--- src/rtl/slope_pkg.sv ---
// Shared types and constants for slope_period_meter.
package slope_pkg;

  typedef enum logic {IDLE = 1'b0, ARMED = 1'b1} spm_state_t;

  typedef enum logic {EXT_MAX = 1'b0, EXT_MIN = 1'b1} ext_mode_t;

  localparam int DEF_WIDTH     = 16;
  localparam int DEF_CNT_WIDTH = 24;

  // Saturation ceiling; each instance keeps the low CNT_WIDTH bits.
  localparam logic [63:0] CNT_MAX = '1;

  // Record layout at the default widths, for downstream consumers.
  typedef struct packed {
    logic [DEF_CNT_WIDTH-1:0] period;
    logic [DEF_WIDTH-1:0]     peak;
    logic [DEF_WIDTH-1:0]     valley;
    logic                     period_sat;
  } spm_rec_t;

endpackage

--- src/rtl/extremum_track.sv ---
// Running max or min of a sample stream. ext is the extremum including the
// current sample; restart reloads the tracker with the current sample.
module extremum_track
  import slope_pkg::*;
#(
  parameter int        WIDTH = DEF_WIDTH,
  parameter ext_mode_t MODE  = EXT_MAX
) (
  input  logic             clk,
  input  logic             rst_n,
  input  logic             clr,
  input  logic             restart,
  input  logic [WIDTH-1:0] datain,
  output logic [WIDTH-1:0] ext
);

  localparam logic [WIDTH-1:0] INIT = (MODE == EXT_MAX) ? {WIDTH{1'b0}} : {WIDTH{1'b1}};

  logic [WIDTH-1:0] run;

  // Extremum of the stored run and the sample arriving this cycle.
  always_comb begin
    if (MODE == EXT_MAX) ext = (datain > run) ? datain : run;
    else                 ext = (datain < run) ? datain : run;
  end

  // Hold the running extremum, or restart it at the current sample.
  always_ff @(posedge clk or negedge rst_n) begin
    if (!rst_n)       run <= INIT;
    else if (clr)     run <= INIT;
    else if (restart) run <= datain;
    else              run <= ext;
  end

endmodule

--- src/rtl/slope_period_meter.sv ---
// slope_period_meter: turns slope-detector peak/valley pulses into one
// {period, peak, valley} record per peak over a valid/ready handshake.
// Optional build macro SPM_HYST_EN: peaks whose swing above the last valley
// is below HYST are treated as noise and ignored.
module slope_period_meter
  import slope_pkg::*;
#(
  parameter int WIDTH     = DEF_WIDTH,
  parameter int CNT_WIDTH = DEF_CNT_WIDTH,
  parameter int HYST      = 4
) (
  input  logic                 clk,
  input  logic                 rst_n,
  input  logic                 clr,
  input  logic [WIDTH-1:0]     datain,
  input  logic                 posen,
  input  logic                 negen,
  output logic                 out_valid,
  input  logic                 out_ready,
  output logic [CNT_WIDTH-1:0] period,
  output logic [WIDTH-1:0]     peak,
  output logic [WIDTH-1:0]     valley,
  output logic                 period_sat,
  output logic                 overrun
);

  localparam logic [CNT_WIDTH-1:0] CNT_TOP = CNT_MAX[CNT_WIDTH-1:0];
`ifdef SPM_HYST_EN
  localparam bit HYST_ON = 1'b1;
`else
  localparam bit HYST_ON = 1'b0;
`endif
  localparam logic [WIDTH:0] HYST_V = (WIDTH+1)'(HYST);

  typedef struct packed {
    logic [CNT_WIDTH-1:0] period;
    logic [WIDTH-1:0]     peak;
    logic [WIDTH-1:0]     valley;
    logic                 period_sat;
  } rec_t;

  spm_state_t           state, state_nxt;
  logic [CNT_WIDTH-1:0] cnt;
  logic                 sat_q;
  logic [WIDTH-1:0]     valley_q;
  logic                 valley_seen;
  logic [WIDTH-1:0]     max_now, min_now;
  logic [WIDTH:0]       swing;
  logic                 neg_ev, noise, arm, rec_fire, min_restart;
  rec_t                 rec_new, rec_q;

  // A valley pulse coinciding with a peak pulse is dropped; the peak wins.
  assign neg_ev = negen & ~posen;

  // Swing in WIDTH+1 bits so a peak below the valley reads as a borrow, not a wrap.
  assign swing = {1'b0, max_now} - {1'b0, valley_q};
  assign noise = HYST_ON && (state == ARMED) && valley_seen && (swing[WIDTH] || (swing < HYST_V));

  extremum_track #(.WIDTH(WIDTH), .MODE(EXT_MAX)) u_max (
    .clk(clk), .rst_n(rst_n), .clr(clr), .restart(neg_ev), .datain(datain), .ext(max_now)
  );

  extremum_track #(.WIDTH(WIDTH), .MODE(EXT_MIN)) u_min (
    .clk(clk), .rst_n(rst_n), .clr(clr), .restart(min_restart), .datain(datain), .ext(min_now)
  );

  // FSM state register.
  always_ff @(posedge clk or negedge rst_n) begin
    if (!rst_n)   state <= IDLE;
    else if (clr) state <= IDLE;
    else          state <= state_nxt;
  end

  // FSM next state: the first peak arms the meter; it stays armed until clear.
  always_comb begin
    state_nxt = state;
    if (state == IDLE && posen) state_nxt = ARMED;
  end

  // FSM outputs: arming, record emission, and min-tracker restart on real peaks.
  always_comb begin
    arm         = (state == IDLE) && posen;
    rec_fire    = (state == ARMED) && posen && !noise && valley_seen;
    min_restart = posen && !noise;
  end

  // Latch the valley on each valley pulse; a real peak consumes it.
  always_ff @(posedge clk or negedge rst_n) begin
    if (!rst_n) begin
      valley_q    <= '0;
      valley_seen <= 1'b0;
    end else if (clr) begin
      valley_q    <= '0;
      valley_seen <= 1'b0;
    end else if (neg_ev) begin
      valley_q    <= min_now;
      valley_seen <= 1'b1;
    end else if (min_restart) begin
      valley_seen <= 1'b0;
    end
  end

  // Peak-to-peak counter: restarts at 1 on arming or on each emitted record,
  // otherwise counts up and sticks at the ceiling with sat_q set.
  always_ff @(posedge clk or negedge rst_n) begin
    if (!rst_n) begin
      cnt   <= '0;
      sat_q <= 1'b0;
    end else if (clr) begin
      cnt   <= '0;
      sat_q <= 1'b0;
    end else if (arm || rec_fire) begin
      cnt   <= CNT_WIDTH'(1);
      sat_q <= 1'b0;
    end else if (state == ARMED) begin
      if (cnt == CNT_TOP) sat_q <= 1'b1;
      else                cnt   <= cnt + 1'b1;
    end
  end

  assign rec_new = '{period: cnt, peak: max_now, valley: valley_q, period_sat: sat_q};

  // Output register: load when free or being drained, otherwise drop and flag overrun.
  always_ff @(posedge clk or negedge rst_n) begin
    if (!rst_n) begin
      out_valid <= 1'b0;
      rec_q     <= '0;
      overrun   <= 1'b0;
    end else if (clr) begin
      out_valid <= 1'b0;
      rec_q     <= '0;
      overrun   <= 1'b0;
    end else if (rec_fire) begin
      if (!out_valid || out_ready) begin
        rec_q     <= rec_new;
        out_valid <= 1'b1;
      end else begin
        overrun   <= 1'b1;
      end
    end else if (out_ready) begin
      out_valid <= 1'b0;
    end
  end

  assign period     = rec_q.period;
  assign peak       = rec_q.peak;
  assign valley     = rec_q.valley;
  assign period_sat = rec_q.period_sat;

endmodule

--- config.mk ---
export PLATFORM = sky130hd
export DESIGN_NAME = slope_period_meter
export DESIGN_NICKNAME = d
export VERILOG_FILES = /design/src/rtl/slope_pkg.sv /design/src/rtl/extremum_track.sv /design/src/rtl/slope_period_meter.sv
export SDC_FILE = /design/constraint.sdc
export NUM_CORES = 1
export LEC_CHECK = 0
export BUFFER_PORTS_ARGS = -buffer_cell sky130_fd_sc_hd__buf_2
export CORE_MARGIN = 3
export CORE_UTILIZATION = 45
export CTS_CLUSTER_SIZE = 8
export DETAILED_ROUTE_END_ITERATION = 8
export HOLD_SLACK_MARGIN = 0.15
export PLACE_DENSITY_LB_ADDON = 0.2
export SLEW_MARGIN = 40
export SYNTH_ARGS = -nofsm -noshare
export SYNTH_HDL_FRONTEND = slang
export SYNTH_SLANG_ARGS = --single-unit
--- constraint.sdc ---
create_clock -name clk -period 3.2 [get_ports clk]
set_input_delay 0.32 -clock clk [delete_from_list [all_inputs] [get_ports clk]]
set_output_delay 0.32 -clock clk [all_outputs]
set_load 0.1 [all_outputs]
==> impl_metrics.json, run 1 <==
{
  "status": "complete, no violations",
  "synth-xor-area-share_pct": 2.22,
  "synth_edf_count": 0,
  "wl_met3_um": 873,
  "synth_compound_area_share_pct": 14.4,
  "root_buffer": "clkbuf_16",
  "die-width_um": 132,
  "yosysWarnings": 0,
  "die_h_um": 132,
  "cts_inserted_buffers": 17,
  "syn_nets": 825,
  "wl_met1_um": 7720,
  "tns_ns": 0,
  "async_flop_share_pct": 100,
  "cts.htree.levels": 4,
  "period_needed_ns": 2.69,
  "core.rowCount": 45,
  "insertedDiodeCount": 0,
  "p_leak_nw": 3.86,
  "grt_use_total_pct": 20.5,
  "post_cts_buffers": 0,
  "syn-cell-area_sq_um": 7100,
  "nNetsFinal": 893,
  "post-route-util_pct": 54.6,
  "highest_layer": "met4",
  "grt_pass1_wl_um": 29200,
  "wl_um": 17400,
  "setup_viol": 0,
  "endpoint_kind": "register",
  "ys_seq_elements": 134,
  "worstMarginPinSlew_ns": 0.738,
  "powerDensity_nw_per_um2": 533,
  "synth_fa_ha_area_share_pct": 5.64,
  "cp_max_fo": 14,
  "cts_resized": 0,
  "cts_tree": "done",
  "ys_types": 55,
  "drv_cap": 0,
  "cts.clk_slew.worst_paths_ns": 0.06,
  "dp_hpwl_um": 12100,
  "initial_core_util_pct": 46.4,
  "drtIter0Drc": 438,
  "vdd.ir_drop.worst_mv": 0.350,
  "antenna_found_initial": 0,
  "met2_length_um": 8560,
  "seq_area_frac_synth_pct": 47.5,
  "cts_sinks": 134,
  "place_area_sq_um": 7720,
  "core_region_area_sq_um": 15300,
  "hold_violations": 0,
  "avgSynthCellArea_sq_um": 9.21,
  "rsz0062_at_grt": "no",
  "drcViolationCount": 0,
  "insertion_delay_ns": 0.43,
  "critPathArrivalTime_ns": 2.99,
  "synth.area.mux_share_pct": 4.51,
  "skew_ns": 0.00966,
  "hold_path_class": "input port to register",
  "vias": 5828,
  "dr.pass1.iters": 5,
  "finalCritPeriodShare_pct": 83.9,
  "slew_violations": 0,
  "pre_cts_slack_ns": 0.531,
  "cp.required_ns": 3.51,
  "wl_per_cell_um": 16.4,
  "place_congestion": 0.904,
  "grt_pass1_vias": 5781,
  "crit_path_start_kind": "register",
  "slew_headroom_pct": 50.8,
  "port_buffers": 80,
  "grt_max_degree": 58,
  "synth_ff_type": "dfrtp_1",
  "fmax_mhz": 372,
  "vias_per_cell": 5.48,
  "io_pins": 81,
  "postSynthCellCount": 771,
  "synth_simple_gate_area_share_pct": 20.2,
  "critPathKind": "register to register",
  "synth_top_family_by_area": "simple AND/OR/NAND/NOR gates",
  "cts_max_path_buffers": 2,
  "area_delta_synth_final_pct": 17.8,
  "fin_ws_ns": 0.515,
  "drive_gt1_share_pct": 19.1,
  "dieArea_sq_um": 17300,
  "fin_area_sq_um": 8360,
  "ant_nets": 0,
  "grt_overflow": 0
}
sequential cells by signal, indices dropped and copies added (netlist names):
name / flops
state: 1
valley_q: 16
valley: 16
valley_seen: 1
peak: 16
period_sat: 1
cnt: 24
out_valid: 1
u_max.run: 16
overrun: 1
sat_q: 1
period: 24
u_min.run: 16
worst paths after layout:
kind / slack [ns] / from / depth (start not counted) / end
setup / recovery: 0.51 / u_max.run[11] / 9 / peak[9]
setup reg to reg: 0.51 / u_max.run[11] / 9 / peak[9]
max in group asynchronous: 1.90 / rst_n / 3 / valley[15]
min in group asynchronous: 0.44 / rst_n / 2 / out_valid
hold reg to reg: 0.48 / valley_q[13] / 2 / valley_q[13]
hold / removal: 0.20 / posen / 3 / cnt[0]
synthesized netlist by cell type, types with 5 or more instances:
cell / instances / area share [%]
a21o_1: 5 / 0.53
a21oi_1: 59 / 4.2
a311o_1: 16 / 2.3
a311oi_1: 16 / 2.0
and2_1: 6 / 0.53
and3_1: 20 / 1.8
buf_4: 5 / 0.53
clkbuf_1: 38 / 2.0
dfrtp_1: 118 / 42
dfstp_2: 16 / 5.9
ha_1: 32 / 5.6
inv_1: 38 / 2.0
mux2i_1: 32 / 4.5
nand2_1: 126 / 6.7
nand3_1: 31 / 2.2
nand4_1: 10 / 0.88
nor2_1: 75 / 4.0
nor3_1: 20 / 1.4
o21ai_0: 23 / 1.6
o21ai_1: 17 / 1.2
or3_1: 5 / 0.44
xor2_1: 15 / 1.8
critical path: stages (launching register included):
cell and delay (ns):
dfrtp_1 0.39, inv_1 0.06, ha_1 0.31, a21oi_1 0.16, o21ai_1 0.08, a221oi_1 0.33, or2_1 0.52, buf_4 0.23
nand3_1 0.13, a311oi_1 0.35
where the power goes:
group          switching (mW)  total, mW  internal, mW
clock network           0.746       2.07          1.32
logic                   0.380      0.575         0.195
registers              0.0468       1.81          1.77
total                    1.17       4.46          3.28
cells in the final DEF, fill, tap and decap left out, types with 20 or more instances in the layout:
master | Yosys | routed
o21ai_0 | 23 | 23
inv_1 | 38 | 38
nor2_1 | 75 | 74
nand2_1 | 126 | 126
dfrtp_1 | 118 | 118
nand3_1 | 31 | 31
mux2i_1 | 32 | 32
ha_1 | 32 | 32
a21oi_1 | 59 | 58
and3_1 | 20 | 20
buf_2 | 4 | 79
nor3_1 | 20 | 20
stage by stage:
stage | power, mW | hold WS [ns] | cells
finish | 4.46 | 0.201 | 1063
global route | 4.64 | 0.215 | 1063
CTS | 4.49 | 0.187 | 1062
detailed placement | 2.41 | 0.360 | 1029
global placement | 2.39 | 0.346 | 1029
floorplan | 2.22 | 0.0244 | 771
cell families (layout without fill, tap and decap cells):
| logic type | count (synthesis) | after routing |
|---|---|---|
| compound gates | 153 | 153 |
| xor+xnor | 18 | 18 |
| fa+ha+maj | 32 | 32 |
| buf+inv | 90 | 171 |
| flops | 134 | 134 |
| mux | 32 | 32 |
| simple gates | 312 | 312 |
metal layers:
| layer | global-route usage (%) | up-vias |
|---|---|---|
| met3 | 4.56 | 26 |
| met1 | 26.5 | 2816 |
| met5 | 0 | - |
| met4 | 7.88 | 0 |
| li1 | - | 2818 |
| met2 | 33.8 | 168 |
cell type report:
| type | count | area [sq um] |
|---|---|---|
| inverter | 39 | 146 |
| clock buffer | 20 | 447 |
| multi-input combinational | 547 | 3360 |
| timing repair buffer | 100 | 601 |
| clock inverter | 12 | 176 |
| tap | 211 | 264 |
| sequential | 134 | 3370 |
| fill | 1411 | 6950 |
timing repair:
| item | in CTS | in global routing |
|---|---|---|
| endpoints found under the setup margin | 0 | 0 |
| hold buffers | 1 | 0 |
| hold endpoints to repair | 37 | 0 |
(Power assumes the default switching activity.)
==> run 2, diff against run 1 <==
Clock period 3.2 ns to 2.39 ns, I/O delays scaled along.
==> run 2 against run 1 <==
Critical path depth grew 2. Clock skew is 0.0012 ns lower. Clock power grew 34%. Highest routed layer unchanged.
==> impl_metrics.json, run 2 (synthesis gave the netlist of run 1 again) <==
{
  "p_switching_mw": 1.57,
  "drv_cap": 0,
  "vias_per_cell": 5.41,
  "cts.clk_slew.worst_paths_ns": 0.06,
  "root_buffer": "clkbuf_16",
  "ant_nets": 0,
  "finalCritPeriodShare_pct": 97.2,
  "wl_per_cell_um": 15.6,
  "slew_violations": 0,
  "grt_overflow": 0,
  "antenna_found_initial": 0,
  "grt_pass1_wl_um": 28600,
  "fmax_mhz": 431,
  "insertion_delay_ns": 0.42,
  "hold_violations": 0,
  "port_buffers": 80,
  "post-route-util_pct": 56.0,
  "hold_path_class": "input port to register",
  "totalPowerFinal_mw": 6.00,
  "place_congestion": 0.840,
  "final_cell_mix": "126 x nand2_1, 118 x dfrtp_1, 79 x buf_2",
  "critPathKind": "input port to register",
  "nFillCells": 1383,
  "grt_pass1_vias": 5806,
  "grt_max_degree": 77,
  "area_delta_synth_final_pct": 20.7,
  "endpoint_kind": "register",
  "cts_inserted_buffers": 17,
  "drcViolationCount": 0,
  "post_cts_buffers": 0,
  "p_int_mw": 4.43,
  "die_h_um": 132,
  "critPathArrivalTime_ns": 2.62,
  "powerDensity_nw_per_um2": 699,
  "tns_ns": 0,
  "crit_path_start_kind": "input port",
  "p_sw_share_pct": 26.1,
  "cts_max_path_buffers": 2,
  "cp.required_ns": 2.69,
  "cts_tree": "done",
  "slew_headroom_pct": 52.6,
  "share_comb_of_total_power_pct": 13.4,
  "die-width_um": 132,
  "vdd.ir_drop.worst_mv": 0.537,
  "drtIter0Drc": 356,
  "fin_hold_ws_ns": 0.173,
  "period_needed_ns": 2.32,
  "seqPwrFrac_pct": 40.4,
  "initial_core_util_pct": 46.4,
  "worstMarginPinSlew_ns": 0.712,
  "nNetsFinal": 916,
  "dr.pass1.iters": 7,
  "cp_max_fo": 11,
  "vias": 5880,
  "cts_sinks": 134,
  "cts.htree.levels": 4,
  "clockPowerShare_pct": 46.2,
  "dp_hpwl_um": 11600,
  "io_pins": 81,
  "status": "complete, no violations",
  "dieArea_sq_um": 17300,
  "drive_gt1_share_pct": 21.1,
  "core_region_area_sq_um": 15300,
  "layout_commonest_cell": "nand2_1",
  "setup_viol": 0,
  "grt_use_total_pct": 20.0,
  "wl_um": 16900,
  "core.rowCount": 45,
  "skew_ns": 0.00846,
  "rsz0062_at_grt": "no",
  "p_leak_nw": 3.97,
  "insertedDiodeCount": 0
}
run 2: final timing paths:
| path | from | end | slack (ns) | depth (start not counted) |
|---|---|---|---|---|
| max in group asynchronous | rst_n | u_min.run[3] | 1.45 | 3 |
| min reg2reg | valley_q[5] | valley_q[5] | 0.48 | 2 |
| min in group asynchronous | rst_n | period[2] | 0.22 | 2 |
| max | datain[0] | u_max.run[13] | 0.07 | 11 |
| max reg2reg | u_max.run[1] | u_max.run[13] | 0.14 | 8 |
| min | datain[2] | u_min.run[2] | 0.17 | 3 |
run 2: repair_timing:
item / CTS / global route
hold buffers: 4 / 0
endpoints found under the setup margin: 0 / 23
resized for setup: 0 / 6
hold endpoints to repair: 122 / 0
run 2: routing by layer:
layer,routed length (um),GRT usage (%),vias to the layer above,part of all wire [%]
li1,-,-,2859,-
met1,7590,26.2,2824,45
met2,8180,33.1,174,48
met3,954,4.21,23,5.6
met4,219,6.71,0,1.3
met5,0,0,-,0
run 2: area by class of cell:
type | count | area, sq um | area share, %
clock inverters | 12 | 176 | 2.06
flip-flops and latches | 134 | 3370 | 39.3
repair buffers | 123 | 790 | 9.21
multi-input cells | 547 | 3380 | 39.4
inverters | 39 | 146 | 1.71
well taps | 211 | 264 | 3.08
clock buffers | 20 | 447 | 5.21
run 2: worst max-delay path, stage by stage:
cell and delay [ns]:
dlygate4sd3_1 0.52, buf_2 0.17, inv_1 0.10, ha_1 0.30, nand4_1 0.14, nor4_4 0.06
nor3_2 0.24, o31a_1 0.25, buf_4 0.20, nor3_1 0.08, a311o_1 0.32
run 2: power by group through the flow:
stage | Sequential (mW) | Combinational, mW | Clock [mW]
2_1_floorplan | 2.49 | 0.484 | 0
3_3_place_gp | 2.46 | 0.765 | 0
3_5_place_dp | 2.46 | 0.783 | 0
4_1_cts | 2.42 | 0.791 | 2.80
5_1_grt | 2.43 | 0.896 | 2.90
6_report | 2.43 | 0.801 | 2.77
run 2: through the flow:
| stage | area [sq um] | worst slack, ns | cells |
|---|---|---|---|
| 2_1_floorplan | 7100 | 0.102 | 771 |
| 3_3_place_gp | 7880 | 0.187 | 1050 |
| 3_5_place_dp | 7880 | 0.0802 | 1050 |
| 4_1_cts | 8550 | 0.0655 | 1086 |
| 5_1_grt | 8570 | 0.00424 | 1086 |
| 6_report | 8570 | 0.0675 | 1086 |
==> run 3, diff against run 2 <==
Clock period 2.39 ns to 2.1 ns, I/O delays scaled along.
==> run 3 against run 2 <==
The flow now finishes with violations (negative setup slack). Largest cell class unchanged. Sequential power increased by 13%. Critical endpoint is now peak[9]. Utilization grew 5.8 points. Final area is 10% higher. Flip-flop and latch count stayed put. Wire length rose by 13%.
==> impl_metrics.json, run 3 (synthesis gave the netlist of run 1 again) <==
{
  "status": "finished, violations left",
  "violations": "negative setup slack",
  "dieArea_sq_um": 17300,
  "cts_sinks": 134,
  "grt_use_total_pct": 21.9,
  "nNetsFinal": 961,
  "worstMarginPinSlew_ns": 0.516,
  "cts.htree.levels": 4,
  "crit_path_start_kind": "register",
  "drcViolationCount": 0,
  "critPathKind": "register to register",
  "root_buffer": "clkbuf_16",
  "dp_hpwl_um": 12300,
  "period_needed_ns": 2.26,
  "die-width_um": 132,
  "critPathArrivalTime_ns": 2.59,
  "final_cell_mix": "125 x nand2_1, 118 x dfrtp_1, 79 x buf_2",
  "powerDensity_nw_per_um2": 727,
  "slew_headroom_pct": 65.6,
  "initial_core_util_pct": 46.4,
  "fmax_mhz": 442,
  "cp-startpoint": "u_max.run[1]",
  "cts_max_path_buffers": 2,
  "grt_max_degree": 96,
  "wl_per_cell_um": 17.0,
  "finalCritPeriodShare_pct": 108,
  "layout_commonest_cell": "nand2_1",
  "endpoint_kind": "register",
  "rsz0062_at_grt": "yes",
  "core_region_area_sq_um": 15300,
  "antenna_found_initial": 0,
  "area_delta_synth_final_pct": 33.3,
  "wl_um": 19200,
  "hold_start": "datain[0]",
  "port_buffers": 80,
  "fin_area_sq_um": 9460,
  "cts.clk_slew.worst_paths_ns": 0.06,
  "grt_pass1_vias": 6293,
  "insertedDiodeCount": 0,
  "die_h_um": 132,
  "ant_nets": 0,
  "core.rowCount": 45,
  "layout.cells.non_filler": 1130,
  "vdd.ir_drop.worst_mv": 0.574,
  "drive_gt1_share_pct": 33.6,
  "drtIter0Drc": 365,
  "cp_max_fo": 5,
  "setup_viol": 36,
  "dpl.cell_count": 1076,
  "r2r-start": "u_max.run[1]",
  "place_area_sq_um": 8170,
  "slew_violations": 0,
  "grt_pass1_wl_um": 31000,
  "dr.pass1.iters": 5,
  "cts_inserted_buffers": 17,
  "place_congestion": 0.840,
  "drv_cap": 0,
  "fin_hold_ws_ns": 0.212,
  "vias": 6291,
  "fin_ws_ns": -0.163,
  "grt_overflow": 0,
  "hold_path_class": "input port to register",
  "hold_violations": 0,
  "cts_tree": "done",
  "reg2reg_slack_ns": -0.16,
  "io_pins": 81,
  "p_leak_nw": 4.26,
  "vias_per_cell": 5.57,
  "totalPowerFinal_mw": 6.88,
  "skew_ns": 0.00597,
  "cp.required_ns": 2.43,
  "tns_ns": -4.48,
  "insertion_delay_ns": 0.42
}
## run 3: cell count changes in the layout (fill, tap and decap cells not counted), sizes merged
cell      before  now
bufinv         4    1
buf          119  163
clkinv         6    8
clkinvlp       2    3
inv           39   38
and2           6    7
## run 3: worst paths after layout
kind	to	cells after the start
setup / recovery	peak[9]	11
hold reg to reg	valley_q[5]	2
hold / removal	u_max.run[0]	3
max in group asynchronous	period[3]	3
min in group asynchronous	period[8]	3
setup reg to reg	peak[9]	11
## run 3: cell type report
type                    instances  area [sq um]
inverters                      39           146
clock inverters                11           103
clock buffers                  20           467
well taps                     211           264
multi-input cells             548          3930
repair buffers                167          1180
fillers                      1306          5850
flip-flops and latches        134          3370
## run 3: metal layers
| metal | share of wire (%) | vias to the layer above | GRT usage, % |
|---|---|---|---|
| li1 | - | 2953 | - |
| met1 | 43 | 3128 | 27.8 |
| met2 | 50 | 169 | 37.4 |
| met3 | 4.3 | 41 | 4.06 |
| met4 | 2.3 | 0 | 8.28 |
| met5 | 0 | - | 0 |
## run 3: repair_timing
item	in CTS	in global routing
hold buffers	4	0
gates cloned	5	0
setup buffers	8	6
setup endpoints to repair	64	77
resized for setup	42	77
endpoints found under the hold margin	123	0
pin swaps	13	42
## run 3: report_power, final
group | switching, mW | leakage [nW] | internal (mW)
clock network | 1.13 | 0.274 | 1.71
registers | 0.0620 | 1.79 | 2.69
logic | 0.750 | 2.19 | 0.530
## run 3: per-stage QoR
step | setup slack [ns] | util (%)
2_1_floorplan | -0.0857 | -
3_3_place_gp | -0.150 | 53.3
3_5_place_dp | -0.260 | 53.3
4_1_cts | -0.0903 | 59.1
5_1_grt | -0.250 | 61.8
6_report | -0.163 | 61.8
## run 3: critical path, stage by stage, from the launching register on
cell and delay, ns:
dfrtp_1 0.40, inv_2 0.08, ha_4 0.19, nor2b_1 0.12
o211ai_1 0.21, a21oi_2 0.10, buf_4 0.16, o31ai_4 0.26
buf_6 0.16, buf_6 0.13, nand3_1 0.11, a311oi_2 0.26
